$ cat src/rtl/seg7_pkg.sv
// Shared glyph encodings, ASCII codes and the banner for the 7-segment letter reader.
// Segment order is bit6=a .. bit0=g, 1 = segment lit.
package seg7_pkg;

   localparam logic [6:0] SEG_BLANK = 7'b0000000;
   localparam logic [6:0] SEG_S     = 7'b1011011;
   localparam logic [6:0] SEG_E     = 7'b1001111;
   localparam logic [6:0] SEG_N     = 7'b0010101;
   localparam logic [6:0] SEG_O     = 7'b1111110;
   localparam logic [6:0] SEG_L     = 7'b0001110;
   localparam logic [6:0] SEG_G     = 7'b1011111;
   localparam logic [6:0] SEG_U     = 7'b0111110;

   localparam logic [7:0] ASCII_S       = 8'h53;
   localparam logic [7:0] ASCII_E       = 8'h45;
   localparam logic [7:0] ASCII_N       = 8'h6E;
   localparam logic [7:0] ASCII_O       = 8'h4F;
   localparam logic [7:0] ASCII_L       = 8'h4C;
   localparam logic [7:0] ASCII_G       = 8'h47;
   localparam logic [7:0] ASCII_U       = 8'h55;
   localparam logic [7:0] ASCII_UNKNOWN = 8'h3F;

   localparam int SEQ_LEN = 13;

   // The only n-shaped glyph a 7-segment digit can show is lowercase, so both
   // n positions of the banner expect the code that glyph decodes to.
   localparam logic [7:0] EXPECTED [0:SEQ_LEN-1] = '{
      ASCII_S, ASCII_E, ASCII_N, ASCII_O, ASCII_L, ASCII_G, ASCII_U,
      ASCII_L, ASCII_G, ASCII_O, ASCII_N, ASCII_U, ASCII_L
   };

endpackage

$ cat src/rtl/seg7_char_decode.sv
// Combinational segment pattern to ASCII decoder; unrecognised patterns map to '?'.
module seg7_char_decode
   import seg7_pkg::*;
(
   input  logic [6:0] pattern,
   output logic       known,
   output logic [7:0] ascii
);

   always_comb begin
      known = 1'b1;
      ascii = ASCII_UNKNOWN;
      case (pattern)
         SEG_S:   ascii = ASCII_S;
         SEG_E:   ascii = ASCII_E;
         SEG_N:   ascii = ASCII_N;
         SEG_O:   ascii = ASCII_O;
         SEG_L:   ascii = ASCII_L;
         SEG_G:   ascii = ASCII_G;
         SEG_U:   ascii = ASCII_U;
         default: known = 1'b0;
      endcase
   end

endmodule

$ cat src/rtl/seg7_letter_reader.sv
// Loopback reader: synchronises and debounces the segment bus, decodes accepted
// glyphs and tracks them against the expected banner.
module seg7_letter_reader
   import seg7_pkg::*;
#(
   parameter int STABLE_CYCLES = 4,
   parameter int CNT_W         = 8
) (
   input  logic             clk,
   input  logic             rst,
   input  logic [6:0]       seg_in,
   output logic             char_valid,
   output logic [7:0]       char_code,
   output logic             char_known,
   output logic [3:0]       seq_pos,
   output logic             seq_match,
   output logic             seq_error,
   output logic [CNT_W-1:0] match_count
);

   localparam int             STB_W   = $clog2(STABLE_CYCLES + 1);
   localparam logic [STB_W-1:0] STB_MAX = STB_W'(STABLE_CYCLES);
   localparam logic [3:0]     LAST_POS = 4'(SEQ_LEN - 1);

   logic [6:0]       s1_q, s1_d, s2_q, s2_d, last_q, last_d;
   logic [STB_W-1:0] stb_q, stb_d;
   logic             char_valid_q, char_valid_d;
   logic [7:0]       char_code_q, char_code_d;
   logic             char_known_q, char_known_d;
   logic [3:0]       seq_pos_q, seq_pos_d;
   logic             seq_match_q, seq_match_d;
   logic             seq_error_q, seq_error_d;
   logic [CNT_W-1:0] match_count_q, match_count_d;

   logic             reach;
   logic             accept;
   logic             dec_known;
   logic [7:0]       dec_ascii;

   seg7_char_decode u_decode (
      .pattern (s2_q),
      .known   (dec_known),
      .ascii   (dec_ascii)
   );

   always_comb begin
      s1_d          = seg_in;
      s2_d          = s1_q;
      stb_d         = stb_q;
      last_d        = last_q;
      char_valid_d  = 1'b0;
      char_code_d   = char_code_q;
      char_known_d  = char_known_q;
      seq_pos_d     = seq_pos_q;
      seq_match_d   = 1'b0;
      seq_error_d   = 1'b0;
      match_count_d = match_count_q;

      // The counter looks at the value s2 is about to take, so the accept
      // pulse appears on the edge where s2 has been stable STABLE_CYCLES times.
      if (s1_q != s2_q) begin
         stb_d = '0;
      end else if (stb_q != STB_MAX) begin
         stb_d = stb_q + 1'b1;
      end

      reach  = (s1_q == s2_q) && (stb_q != STB_MAX) && (stb_d == STB_MAX);
      accept = reach && (s2_q != last_q) && (s2_q != SEG_BLANK);

      // A stable blank also lands here, clearing last so a repeat is re-accepted.
      if (reach) begin
         last_d = s2_q;
      end

      if (accept) begin
         char_valid_d = 1'b1;
         char_code_d  = dec_ascii;
         char_known_d = dec_known;
         if (dec_known && (dec_ascii == EXPECTED[seq_pos_q])) begin
            if (seq_pos_q == LAST_POS) begin
               seq_match_d = 1'b1;
               seq_pos_d   = 4'd0;
               if (match_count_q != '1) begin
                  match_count_d = match_count_q + 1'b1;
               end
            end else begin
               seq_pos_d = seq_pos_q + 4'd1;
            end
         end else begin
            seq_error_d = (seq_pos_q != 4'd0);
            seq_pos_d   = (dec_known && (dec_ascii == ASCII_S)) ? 4'd1 : 4'd0;
         end
      end
   end

   always_ff @(posedge clk) begin
      if (rst) begin
         s1_q          <= '0;
         s2_q          <= '0;
         stb_q         <= '0;
         last_q        <= SEG_BLANK;
         char_valid_q  <= 1'b0;
         char_code_q   <= '0;
         char_known_q  <= 1'b0;
         seq_pos_q     <= '0;
         seq_match_q   <= 1'b0;
         seq_error_q   <= 1'b0;
         match_count_q <= '0;
      end else begin
         s1_q          <= s1_d;
         s2_q          <= s2_d;
         stb_q         <= stb_d;
         last_q        <= last_d;
         char_valid_q  <= char_valid_d;
         char_code_q   <= char_code_d;
         char_known_q  <= char_known_d;
         seq_pos_q     <= seq_pos_d;
         seq_match_q   <= seq_match_d;
         seq_error_q   <= seq_error_d;
         match_count_q <= match_count_d;
      end
   end

   assign char_valid  = char_valid_q;
   assign char_code   = char_code_q;
   assign char_known  = char_known_q;
   assign seq_pos     = seq_pos_q;
   assign seq_match   = seq_match_q;
   assign seq_error   = seq_error_q;
   assign match_count = match_count_q;

endmodule

$ cat config.mk
export PLATFORM = sky130hd
export DESIGN_NAME = seg7_letter_reader
export DESIGN_NICKNAME = d
export VERILOG_FILES = /design/src/rtl/seg7_pkg.sv /design/src/rtl/seg7_char_decode.sv /design/src/rtl/seg7_letter_reader.sv
export SDC_FILE = /design/constraint.sdc
export NUM_CORES = 1
export LEC_CHECK = 0
export CAP_MARGIN = 20
export CORE_UTILIZATION = 48
export DETAILED_ROUTE_END_ITERATION = 6
export GPL_ROUTABILITY_DRIVEN = 1
export GPL_TIMING_DRIVEN = 0
export PLACE_DENSITY = 0.71
export SLEW_MARGIN = 10
export SYNTH_ARGS = -nofsm -noshare
export SYNTH_HDL_FRONTEND = slang
export SYNTH_SLANG_ARGS = --single-unit
$ cat constraint.sdc
create_clock -name clk -period 7.01 [get_ports clk]
set_clock_uncertainty 0.05 [all_clocks]
set_input_delay 1.402 -clock clk [delete_from_list [all_inputs] [get_ports clk]]
set_output_delay 1.402 -clock clk [all_outputs]
set_load 0.01 [all_outputs]
* After elaboration in Yosys (flattened, before gate mapping)
Memory sizes are Yosys's and may differ from the RTL's.
Index checks and enable logic that the tools add are counted.
Widths: inputs -> output; s select.
** Word-level totals
- Memories kept :: 1
- RAM bits :: 0
- Memory bits (read-only) :: 128
- Word-level logic and storage cells :: 58
- Bits of input ports :: 9
- Latch bits :: 0
- Flip-flop bits (word level) :: 48
- Output and inout bits :: 24
** Cells by class
- Reduce and logical (&&, ||, !) cells :: 12
- Mux-type cells :: 11
- Equal/unequal tests :: 16
- Magnitude comparators :: 1
- $mul :: 0
- Add/sub/neg operators :: 3
- Bitwise operators :: 3
- Shift-type cells :: 0
- Divide/modulo/power cells :: 0
** Memory list
- (no name shown) :: words 16, bits a word 8, rd ports 1, clocked after Yosys merged registers in 0, wr ports 0, line seg7_letter_reader.sv:79 : if (dec_known && (dec_ascii == EXPECTED[seq_pos_q])) begin
** Operators by type and width (number)
- $pmux 7 s7 :: 1
- $eq 7x7->1 const B :: 4
- $mux 8 :: 2
- $ne 7x7->1 :: 2
- $add 8x1->8 const B :: 1
- $eq 8x7->1 const B :: 1
- $eq 8x8->1 :: 1
- $mux 4 :: 2
- $ne 8x8->1 const B :: 1
- $eq 7x4->1 const B :: 1
- $eq 7x5->1 const B :: 1
- $eq 7x6->1 const B :: 1
- $eq 7x7->1 :: 1
- $reduce_bool 7->1 :: 1
- $reduce_or 7->1 :: 1
- $logic_and 1x1->1 :: 6
- $mux 3 :: 2
- $reduce_or 3->1 :: 2
- $ge 5x5->1 const B :: 1
- $not 4->5 :: 1
- $add 4x1->4 const B :: 1
- $eq 4x4->1 const B :: 1
- $mux 1 :: 4
- $reduce_and 4->1 :: 1
- 5 further kinds :: 6

* Longest topological paths before layout
Gate-level depths: netlist of the first run.
- Depth in word-level cells :: 9
- Mapped depth :: 11
- Mapped depth without buffers :: 9

* By module
From an unflattened synthesis of the first run, not the netlist that was laid out.
** Unflattened totals
- Cells, all modules :: 295
- Area total of the unflattened synthesis :: 2582.5 um2
** By module, submodules not included
- seg7_letter_reader :: cells each 260, instances 1, area each 2318.5 um2, seq. area each 960.9 um2
- seg7_char_decode :: cells each 35, instances 1, area each 264.0 um2, seq. area each 0.0 um2

* Least setup slack after synthesis of the first run
OpenSTA, ideal clock, no wires.
- Kind :: reg2reg
- Start :: register seq_pos_q[0], in the netlist seq_pos[0]
- End :: register match_count_q[5], in the netlist match_count[5]
- Data required time :: 6837 ps
- Clock period less this slack :: 2670 ps
- Arrival :: 2497 ps
- Buffers on the path :: 0
- Stages on the path, launching flop included :: 9
- Library setup time :: 123 ps
- Setup slack :: 4340 ps
- Cell sequence :: dfxtp_1 inv_1 ha_1 or4_1 a21oi_1 o221ai_4 nor3_4 nand4_1 mux2_1
** On the way
- Longest elaborated chain between the ends :: 7
- Elaborated cells between the ends (all ways) :: 8
- Those cells by class :: eq/ne: 2; mux: 2; bitwise: 1; reduce/logical: 2; memory: 1
** Ends and longest elaborated chain
- from (decl) :: line seg7_letter_reader.sv:30 : logic [3:0] seq_pos_q, seq_pos_d;
- from (signal assigned) :: line seg7_letter_reader.sv:117 : seq_pos_q <= seq_pos_d;
- $not 4->5 (not written as such) :: line seg7_letter_reader.sv:79
- $mem_v2 16x8
- $mux 8 (not written as such) (2 in a row) :: line seg7_letter_reader.sv:79
- $eq 8x8->1 :: line seg7_letter_reader.sv:79
- $logic_and 1x1->1 :: line seg7_letter_reader.sv:79
- $reduce_and 4->1 (no source line) (*)
- to (signal assigned) :: line seg7_letter_reader.sv:120 : match_count_q <= match_count_d;
- to (decl) :: line seg7_letter_reader.sv:33 : logic [CNT_W-1:0] match_count_q, match_count_d;
Mark *: on every way between the ends. The rest lies on a longest branch, timed or not. The select of a mux whose other input is x is not followed.
A chain may end at the register's enable or synchronous reset.

* Worst setup path in the final report of the first run
- Start :: register seq_pos_q[1], in the netlist seq_pos[1]
- End :: output seq_pos[1]
** RTL lines
- to (decl) :: line seg7_letter_reader.sv:15 : output logic [3:0] seq_pos,
No word-level cell between the ends.

==> results.json, run 1 <==
{
  "period_minus_slack_ps": 2908,
  "cp_slowest_cell": "clkdlybuf4s50_1",
  "yosys_warnings": 0,
  "synth_top_area_share_pct": 36.77,
  "yosys-top-cells-area": "dfxtp_1 37%, ha_1 5.4%, nor2_1 4.5%, nor2b_1 4.4%, mux2i_1 3.9%",
  "cts.repair.resized": 0,
  "dp_hpwl_um": 3687,
  "antenna_found_initial": 0,
  "critPathBufInv": 1,
  "post-place-cells": 385,
  "p_total_w": 0.0004655,
  "maxCapViolations": 0,
  "drc_errors": 0,
  "clkSinkCount": 47,
  "fp.coreArea_sq_mm": 0.005107,
  "vias_per_cell": 5.272,
  "p_leak_nw": 1.107,
  "io_pins": 33,
  "required_ps": 5560,
  "numCtsBuffers": 5,
  "synth_top_area_cell": "dfxtp_1",
  "end_kind": "output port",
  "initial_utilization_pct": 50.10,
  "drive_gt1_share_pct": 8.669,
  "drtIter0Drc": 74,
  "cts_max_path_buffers": 2,
  "syn2layout_area_growth_pct": 18.48,
  "ys_types": 58,
  "synth_edf_count": 0,
  "worst_pin_slew_ps": 540.0,
  "p_per_area_mw_per_mm2": 153.6,
  "synthMostInstantiatedCell": "dfxtp_1",
  "grtUsageTotal_pct": 19.41,
  "critPathMaxStageDelay_ps": 610,
  "syn_inst": 285,
  "die_x_um": 75.01,
  "ys_top_cells_by_count": "47 x dfxtp_1, 31 x nor2_1, 18 x nor2b_1",
  "path_max_fanout": 11,
  "avgSynthCellArea_sq_um": 8.978,
  "grt_pass1_vias": 1814,
  "design_area_sq_mm": 0.003032,
  "cts_setup_buffers": 0,
  "status": "complete, no violations",
  "synth_seq_area_share_pct": 36.77,
  "cp.arrival_ps": 1460,
  "hold_buffers": 0,
  "rows": 26,
  "n_antenna_cell": 0,
  "ctsHtreeMaxLevel": 2,
  "critPathKind": "flip-flop to output port",
  "grt_max_degree": 15,
  "synth_area_sq_mm": 0.002559,
  "vdd_drop_max_mv": 0.1071,
  "die_height_um": 75.01,
  "slew_headroom_pct": 64.00,
  "setup-tns-final_ps": 0,
  "setup_viol": 0,
  "hold_viol_final": 0,
  "syn_nets": 305,
  "clkTransAtPathRegs_ps": 90,
  "wl_per_cell_um": 12.82,
  "gp_congestion": 0.7961,
  "path_delay_family": "buffers and inverters",
  "grt_pass1_wl_um": 8204,
  "synthFlopType": "dfxtp_1",
  "first_pass_iters": 4,
  "min_path_type": "flip-flop to flip-flop",
  "finalCritPeriodShare_pct": 41.48,
  "vias": 2072,
  "yosys_register_bits": 47,
  "io_buffers": 30,
  "globalRouteOverflowTotal": 0,
  "wirelength_um": 5040,
  "dpl_cell_area_sq_mm": 0.002947,
  "stdcell_count": 393,
  "nets": 342,
  "postLayoutCoreUtil_pct": 59.36,
  "rsz0062_at_grt": "false",
  "clk_latency_ps": 300,
  "synthArstFlopShare_pct": 0,
  "cts_tree": "built",
  "path_cells": "clkdlybuf4s50_1",
  "dieArea_sq_mm": 0.005627,
  "startpoint_type": "flip-flop",
  "clock.fmax_ghz": 0.3439,
  "antenna_left": 0,
  "cts-root-buf": "clkbuf_8",
  "slew_violations": 0
}
[registers in the layout (all words and copies together), names as in the netlist]
name	count
char_code	7
seq_error	1
match_count	8
last_q	7
char_known	1
s2_q	7
char_valid	1
seq_pos	4
s1_q	7
seq_match	1
stb_q	3
[through the flow]
step / worst slack, ps / hold slack (ps)
6_report: 4102 / 426.9
3_5_place_dp: 4106 / 409.4
4_1_cts: 4081 / 427.9
3_3_place_gp: 4147 / 401.1
5_1_grt: 3858 / 444.2
2_1_floorplan: 4340 / 409.0
[layer usage]
layer,vias up,routed length (um),global-route usage (%)
met2,40,2423,33.83
met4,0,73,7.547
met5,-,0,0
li1,1070,-,-
met1,954,2350,23.41
met3,8,193,4.016
[placed cells by master (no fill, tap or decap), types with 5 or more instances in the layout]
cell             netlist  layout
inv_1                 11      11
dfxtp_1               47      47
nand3_1               11      11
ha_1                  11      11
xor2_1                 7       7
nor2_1                31      31
clkbuf_1               7       8
nor2b_1               18      18
clkbuf_8               0       5
mux2i_1               10      10
nor3_1                 9       9
xnor2_1               10      10
nand4b_1               5       5
a21oi_1               14      14
nor4_1                 7       7
clkdlybuf4s50_1        0      30
nand2_1                9       9
buf_2                  6       6
[kinds of logic after synthesis]
kind of cell               share of synthesized area (%)
buffers and inverters                              6.015
and+or+nand+nor                                    28.31
AOI/OAI and AO/OA                                  12.32
other                                             0.1466
adders and majority gates                          5.379
DFF                                                36.77
muxes                                              5.232
xor gates and xnor gates                           5.819
[area by class of cell]
cell class	count	area [sq um]
timing repair buffer	30	300.3
multi-input combinational	207	1464
buffer	20	112.6
fill	473	2076
tap	70	87.58
clock buffer	6	72.57
clock inverter	2	12.51
sequential	47	940.9
inverter	11	41.29
[report_power, final]
part / switching (W) / total [W] / internal, W
clock network: 0.0000903 / 0.000160 / 0.0000698
registers: 0.00000264 / 0.000273 / 0.000271
logic: 0.0000169 / 0.0000321 / 0.0000153
total: 0.000110 / 0.000466 / 0.000356
[worst paths after layout]
| kind | startpoint | end | slack (ps) | cells after the start |
|---|---|---|---|---|
| worst max-delay path | seq_pos[1] | seq_pos[1] | 4100 | 1 |
| worst max register to register | seq_pos[0] | match_count[5] | 4100 | 8 |
| worst min-delay path | char_code[6] | char_code[6] | 430 | 1 |
| worst min register to register | char_code[6] | char_code[6] | 430 | 1 |
(Power assumes the default switching activity.)
==> run 2, diff against run 1 <==
- PLACE_DENSITY: 0.71 -> 0.74
- clock period: 7.01 -> 2.5 ns (I/O delays scaled with it)
==> run 2 against run 1 <==
Global-route usage is 1.4 points higher. Design area is 13% higher. Non-clock buffer count grew 17. Via count increased by 7.1%. Routed wire length is 15% higher. Clock power rose to 3.1 times the previous value. Sequential share of layout area down 3.2 points. Flip-flop and latch count stayed put. Core utilization grew 7.5 points. Clock-buffer cell count rose by 2. Critical path depth grew 8. First-iteration DRC count increased by 73%. Highest routed layer unchanged.
==> results.json, run 2 (synthesized netlist as in run 1, its figures left out) <==
{
  "status": "complete, no violations",
  "fillers": 413,
  "clk_latency_ps": 300,
  "register_area_sq_um": 952.2,
  "drtIter0Drc": 128,
  "min_path_type": "flip-flop to flip-flop",
  "clock.fmax_ghz": 0.4019,
  "fp.coreArea_sq_mm": 0.005107,
  "antenna_left": 0,
  "gp_congestion": 0.8206,
  "cts_tree": "built",
  "final_cell_mix": "42 x dfxtp_1, 30 x nor2_1, 30 x clkdlybuf4s50_1, 24 x buf_4, 16 x nor2b_1",
  "vias_per_cell": 5.412,
  "numCtsBuffers": 5,
  "post-place-cells": 385,
  "setup-tns-final_ps": 0,
  "antenna_found_initial": 0,
  "setup_viol": 0,
  "clkTransAtPathRegs_ps": 80,
  "cts_max_path_buffers": 2,
  "vdd_drop_max_mv": 0.2366,
  "grtUsageTotal_pct": 20.80,
  "post-place-ws_ps": -290.9,
  "ctsHtreeMaxLevel": 2,
  "drc_errors": 0,
  "startpoint_type": "flip-flop",
  "drive_gt1_share_pct": 23.24,
  "hold_buffers": 0,
  "nets": 359,
  "vias": 2219,
  "dieArea_sq_mm": 0.005627,
  "critPathBufInv": 1,
  "cp.arrival_ps": 2610,
  "layout_commonest_cell": "dfxtp_1",
  "path_max_fanout": 5,
  "critPathMaxStageDelay_ps": 520,
  "globalRouteOverflowTotal": 0,
  "period_minus_slack_ps": 2488,
  "first_pass_iters": 4,
  "syn2layout_area_growth_pct": 33.45,
  "path_cells": "inv_6, ha_4, nand2b_4, or4_4, a21oi_4, o221ai_4, or2_4, o41ai_2, a21oi_1",
  "cts-root-buf": "clkbuf_8",
  "io_pins": 33,
  "grt_pass1_wl_um": 8921,
  "end_kind": "flip-flop",
  "n_antenna_cell": 0,
  "design_area_sq_mm": 0.003415,
  "die_height_um": 75.01,
  "rows": 26,
  "p_per_area_mw_per_mm2": 397.1,
  "finalCritPeriodShare_pct": 99.53,
  "initial_utilization_pct": 50.10,
  "maxCapViolations": 0,
  "worst_pin_slew_ps": 559.2,
  "stdcell_count": 410,
  "cp_slowest_cell": "or4_4",
  "slew_headroom_pct": 62.72,
  "grt_pass1_vias": 2015,
  "required_ps": 2620,
  "wl_per_cell_um": 14.16,
  "hold_ws_ps": 421.4,
  "grt_max_degree": 14,
  "critPathKind": "flip-flop to flip-flop",
  "multi_input_area_sq_mm": 0.001648,
  "worst_slack_ps": 11.75,
  "p_leak_nw": 1.245,
  "dp_hpwl_um": 3780,
  "hold_viol_final": 0,
  "rsz0062_at_grt": "true",
  "slew_violations": 0,
  "wirelength_um": 5807,
  "die_x_um": 75.01,
  "path_delay_family": "simple AND/OR/NAND/NOR gates",
  "io_buffers": 30,
  "largest_register_ff_count": 8,
  "dpl_cell_area_sq_mm": 0.002953,
  "clkSinkCount": 47
}
==> run 2: final timing paths <==
check	endpoint	slack, ps	depth (start not counted)	from
worst min register to register	s2_q[5]	420	1	s1_q[5]
worst max register to register	match_count[6]	10	9	seq_pos[1]
worst max-delay path	match_count[6]	10	9	seq_pos[1]
worst min-delay path	s2_q[5]	420	1	s1_q[5]
==> run 2: routing by layer <==
layer  wire (um)  track usage (%)  vias up
met4         123            7.757        0
met2        2903            35.54       42
met3         189            4.150       14
met1        2590            25.93     1057
met5           0                0        -
li1            -                -     1106
==> run 2: layout make-up <==
class,count,share of cell area [%]
multi-input combinational,207,48.26
sequential,47,27.89
timing repair buffer,48,13.12
buffer,19,3.811
clock buffer,8,2.931
tap,70,2.565
inverter,11,1.429
==> run 2: timing repair <==
action	4_1_cts	5_1_grt
gates cloned	0	0
gates resized for setup	16	41
pin swaps	5	10
endpoints found under the setup margin	14	21
buffers inserted	10	8
==> run 2: power breakdown <==
part | internal [W] | total, W | switching, W | leakage [nW]
Clock | 0.000253 | 0.000495 | 0.000242 | 0.0515
Sequential | 0.000757 | 0.000766 | 0.00000858 | 0.384
Combinational | 0.0000448 | 0.0000949 | 0.0000501 | 0.810
Total | 0.00105 | 0.00136 | 0.000301 | 1.25
==> run 2: metrics by stage <==
step | util [%] | power (W)
4_1_cts | 62.62 | 0.001362
3_5_place_dp | 57.81 | 0.0008749
2_1_floorplan | - | 0.0008474
5_1_grt | 66.85 | 0.001403
3_3_place_gp | 57.81 | 0.0008737
6_report | 66.85 | 0.001356
==> edit 1, RTL diff (flow settings as in run 1) <==
Register the output `match_count` once more, cleared by the reset; this adds one clock of latency there. The other outputs are not delayed to match.
--- a/src/rtl/seg7_letter_reader.sv
+++ b/src/rtl/seg7_letter_reader.sv
@@ -127,7 +127,13 @@
    assign seq_pos     = seq_pos_q;
    assign seq_match   = seq_match_q;
    assign seq_error   = seq_error_q;
-   assign match_count = match_count_q;
+   always_ff @(posedge clk) begin
+      if (rst) begin
+         match_count <= '0;
+      end else begin
+         match_count <= match_count_q;
+      end
+   end
 
 endmodule
 
Behaviour: no difference found for any inputs over 10 cycles, from zero or initial values and one cycle with rst high; that may be too few to reach the edited logic, so the function may still have changed.
==> edit 1 against run 1 <==
Routed wire length rose by 8.3%. Worst setup slack worse by 0.16 ns. Via count is 4.2% higher. Cell area rose by 6.4%. Area after synthesis grew 5.9%. Synthesized cell count increased by 2.8%. Cell count is 2.3% higher. Die area grew 5.8%. Total power is 23% higher. Largest cell class unchanged. Sequential cell count increased by 8.
==> edit 1: results (changes against run 1) <==
POST-PLACE-CELLS=394  # +2.3%
TIMING.REG2REG.SETUP_SLACK_NS=3.94  # -0.16 ns
HPWLAFTERDP_UM=4070  # +10%
CRITICAL_PATH_PEAK_FANOUT=10  # -1
LAYOUT.FILLER_CELLS=490  # +3.6%
VDD_IR_DROP_MAX_uV=162  # +51%
ROUTE.FINAL.WIRE_LENGTH_UM=5460  # +8.3%
CRITPATHTOPFAMILY='simple AND/OR/NAND/NOR gates'
SYNTH.AVG_CELL_AREA_UM2=9.25  # +3.0%
NORMALIZED_MAX_SLEW_MARGIN_PCT=61.1  # -2.9 points
LAYOUT.NON_CLOCK_BUFFERS=52  # +4.0%
P_SW_uW=129  # +18%
LAYOUT.NONCLK_BUF_SHARE_PCT=12.8  # -0.78 points
MULTIINPUTGATEAREA_UM2=1480  # +1.3%
LAYOUT.COMB_GATES.MULTI_INPUT=211  # +1.9%
NUM_VIAS=2158  # +4.2%
GRT_MAX_DEGREE=20  # +5
DR_WL_MET2_UM=2560  # +5.5%
GRT_USE_MET2_PCT=34.2  # +0.41 points
PORT_BUFFERS=31  # +3.3%
GLOBAL_ROUTE.USAGE.TOTAL_PCT=20.0  # +0.57 points
GRT.MET3_USAGE_PCT=3.57  # -0.44 points
AREA_SHARE_CLOCK_BUF_INV_PCT=3.68  # +0.88 points
SEQAREAFRACTION_PCT=34.1  # +3.1 points
FRACTION_OF_FINAL_LAYOUT_CELLS_SIZED_BEYOND_DRIVE_STRENGTH_1_PCT=9.34  # +0.67 points
CELL_WITH_THE_BIGGEST_INDIVIDUAL_DELAY_ON_THE_CRITICAL_PATH='sky130_fd_sc_hd__dfxtp_1'
YS_TOP_CELLS_BY_AREA='sky130_fd_sc_hd__dfxtp_1 41%, sky130_fd_sc_hd__nor2b_1 5.5%, sky130_fd_sc_hd__xnor2_1 5.2%'
GRT_PASS1_VIAS=2108  # +16%
SYN_NETS=313  # +2.6%
DRT-INITIAL-DRC-COUNT=122  # +65%
COMBINATIONAL_POWER_uW=33.8  # +5%
VIAS_PER_CELL=5.37  # +1.8%
ARRIVAL_NS=3.23  # +1.77 ns
OUTCOME='completed'
POWER.CLOCK.FRACTION_PCT=38.2  # +3.8 points
GRT_FIRST_PASS_WIRELENGTH_UM=9490  # +16%
POST_SYNTH_MOST_FREQUENT_CELLS='55 x sky130_fd_sc_hd__dfxtp_1, 24 x sky130_fd_sc_hd__nor2b_1, 23 x sky130_fd_sc_hd__nor2_1'
[edit 1: how the worst max path moves through the flow]
stage | startpoint | to
3_3_place_gp | rst | last_q[4]$_SDFFE_PP0P_
3_5_place_dp | rst | last_q[3]$_SDFFE_PP0P_
4_1_cts | seq_pos[1]$_SDFFE_PP0P_ | match_count_q[0]$_SDFFE_PP0P_
2_1_floorplan | stb_q[0]$_SDFF_PP0_ | match_count_q[0]$_SDFFE_PP0P_
6_report | seq_pos[1]$_SDFFE_PP0P_ | match_count_q[0]$_SDFFE_PP0P_
5_1_grt | seq_pos[0]$_SDFFE_PP0P_ | match_count_q[0]$_SDFFE_PP0P_
[edit 1: stage by stage]
| step | utilization (%) | instance area [um2] | hold WS, ns | power, mW | setup slack [ns] |
|---|---|---|---|---|---|
| 2_1_floorplan | - | 2710 | 0.409 | 0.349 | 4.31 |
| 3_3_place_gp | 59.0 | 3110 | 0.400 | 0.359 | 3.75 |
| 3_5_place_dp | 59.0 | 3110 | 0.406 | 0.360 | 3.76 |
| 4_1_cts | 61.2 | 3230 | 0.431 | 0.578 | 3.91 |
| 5_1_grt | 61.2 | 3230 | 0.440 | 0.593 | 3.67 |
| 6_report | 61.2 | 3230 | 0.427 | 0.571 | 3.94 |
[edit 1: cell families (layout without fill, tap and decap cells)]
kind of cell,after synthesis,count (layout),share of synthesized area (%)
XOR/XNOR,18,18,5.82
multiplexers,15,15,5.72
adder cells (fa/ha/maj),11,11,5.08
flip-flops,55,55,40.6
buffers and inverters,27,66,4.66
AO/OA/AOI/OAI,46,46,11.5
other,1,1,0.138
AND/OR/NAND/NOR,120,120,26.5
==> edit 2, RTL diff (config.mk and constraints of run 1) <==
Without the edit above. Change the parameter `CNT_W` from 8 to 10.
--- a/src/rtl/seg7_letter_reader.sv
+++ b/src/rtl/seg7_letter_reader.sv
@@ -4,7 +4,7 @@
    import seg7_pkg::*;
 #(
    parameter int STABLE_CYCLES = 4,
-   parameter int CNT_W         = 8
+   parameter int CNT_W         = 10
 ) (
    input  logic             clk,
    input  logic             rst,
Interface: changed (resized match_count); port bits go from 33 to 35. No check against the original RTL was run, so the function may have changed too.
==> edit 2 against run 1 <==
Sequential power up 4%. Cell area increased by 4.0%. Global-route usage increased by 0.39 points. Sequential cell count rose by 2. Total power grew 13%. Routed wire length rose by 8.1%. Worst setup slack worse by 0.41 ns. Area after synthesis rose by 2.7%. Cell count up 1.5%. Critical endpoint is now match_count[7]$_SDFFE_PP0P_. Largest power group unchanged.
==> edit 2: results (changes against run 1) <==
CRITICAL_PATH.MAX_STAGE_DELAY_NS=0.55  # -0.06 ns
NUMBER_OF_INSERTED_DIODES=0  # unchanged
GRT_FIRST_PASS_WIRELENGTH_UM=9260  # +13%
POST_SYNTH_MOST_FREQUENT_CELLS='49 x sky130_fd_sc_hd__dfxtp_1, 20 x sky130_fd_sc_hd__nor2_1, 19 x sky130_fd_sc_hd__nor2b_1'
CLK_ROOT_BUFFER_CELL='sky130_fd_sc_hd__clkbuf_8'
WORST_SLACK_PLACED_NS=3.80  # -0.307 ns
HOLD_WS_NS=0.412  # -0.0149 ns
TIMING.REG2REG.SETUP_SLACK_NS=3.69  # -0.41 ns
YS_TOP_CELLS_BY_AREA='sky130_fd_sc_hd__dfxtp_1 37%, sky130_fd_sc_hd__ha_1 5.2%, sky130_fd_sc_hd__mux2i_1 4.6%'
HTREEDEPTH=2  # unchanged
OUTCOME='completed'
CELL_WITH_THE_BIGGEST_INDIVIDUAL_DELAY_ON_THE_CRITICAL_PATH='sky130_fd_sc_hd__nor4_4'
FINAL_NET_COUNT=348  # +1.8%
LAYOUT.FILLER_CELLS=483  # +2.1%
CTS_INSERTED_BUFFERS=5  # unchanged
ARRIVAL_NS=3.50  # +2.04 ns
ROUTE.FINAL.WIRE_LENGTH_UM=5450  # +8.1%
HOLD_START='char_code[2]$_SDFFE_PP0P_'
SYNTH_SEQ_AREA_SHARE_PCT=37.3  # +0.56 points
CLK-POWER_uW=208  # +30%
CRITICAL_PATH.STARTPOINT='seq_pos[0]$_SDFFE_PP0P_'
GRT_PASS1_VIAS=1920  # +5.8%
CRITICAL_PATH_PEAK_FANOUT=10  # -1
NETSWITCHINGFRACTION_PCT=21.0  # -2.6 points
TIMING.HOLD.WORST.CLASS='register to register'
GLOBAL_ROUTE.USAGE.TOTAL_PCT=19.8  # +0.39 points
WORST_SETUP_HOLD_PATH_CLK_SLEW_NS=0.09  # about the same
PORT_BUFFERS=32  # +6.7%
GRT_ANTENNA_BEFORE_REPAIR=0  # unchanged
WORST_SKEW_PAIR_LATER_PIN_LATENCY_NS=0.30  # about the same
FRACTION_OF_FINAL_LAYOUT_CELLS_SIZED_BEYOND_DRIVE_STRENGTH_1_PCT=10.0  # +1.4 points
SYN_NETS=309  # +1.3%
DRT-INITIAL-DRC-COUNT=211  # +190%
FLIP_FLOP_COUNT_OF_THE_LARGEST_REGISTER_ALL_COPIES_AND_WORDS_ADDED=10  # +2
SYNTH.DISTINCT_CELLS=55  # -5.2%
FINALWEIGHTEDCONGESTION=0.809  # +1.6%
VDD_IR_DROP_MAX_uV=114  # +6.5%
LEAKAGE_nW=1.15  # +4.2%
TIMING_WORST_SLEW_PIN_VALUE_NS=0.593  # +0.0531 ns
POWER_FRAC_SEQ_PCT=54.3  # -4.4 points
HPWLAFTERDP_UM=3890  # +5.4%
ACHIEVABLE-FREQUENCY_GHz=0.302  # -12%
NUM_VIAS=2158  # +4.2%
## edit 2: worst paths after layout
check,endpoint,cells after the start
max reg2reg,match_count[7]$_SDFFE_PP0P_,10
min,char_code[2]$_SDFFE_PP0P_,2
max,match_count[7]$_SDFFE_PP0P_,10
min reg2reg,char_code[2]$_SDFFE_PP0P_,2
## edit 2: critical path: cells and delay by family (launching register included)
kind / cells / cell delay, ns
flops: 1 / 0.53
fa+ha+maj: 1 / 0.37
compound gates: 2 / 0.56
simple gates: 5 / 1.38
buf+inv: 2 / 0.34
## edit 2: area by class of cell
type | instances | area (um2) | share of cell area, %
Buffer | 20 | 126 | 4.01
Clock buffer | 7 | 86.3 | 2.74
Clock inverter | 1 | 30.0 | 0.953
Inverter | 8 | 30.0 | 0.953
Multi-Input combinational cell | 212 | 1490 | 47.3
Sequential cell | 49 | 981 | 31.1
Tap cell | 70 | 87.6 | 2.78
Timing Repair Buffer | 32 | 320 | 10.2
## edit 2: cell families (layout without fill, tap and decap cells)
logic type	Yosys count	count (layout)	synth area share [%]
AND/OR/NAND/NOR	119	119	28.0
AO/OA/AOI/OAI	52	52	13.0
flip-flops	49	49	37.3
buffers and inverters	28	68	5.95
XOR/XNOR	17	17	5.67
multiplexers	12	12	4.57
adder cells (fa/ha/maj)	11	11	5.24
other	1	1	0.143
## edit 2: through the flow
stage / power [mW] / cells / cell area, um2
final: 0.524 / 399 / 3150
after detailed placement: 0.323 / 391 / 3040
after global placement: 0.323 / 391 / 3040
after CTS: 0.531 / 399 / 3150
after global routing: 0.546 / 399 / 3150
after floorplan: 0.313 / 289 / 2630
## edit 2: layer usage
layer	vias to the layer above	wire length, um	track usage (%)
li1	1092	-	-
met1	1011	2820	28.3
met2	48	2350	30.5
met3	7	218	3.47
met4	0	57	5.77
met5	-	0	0
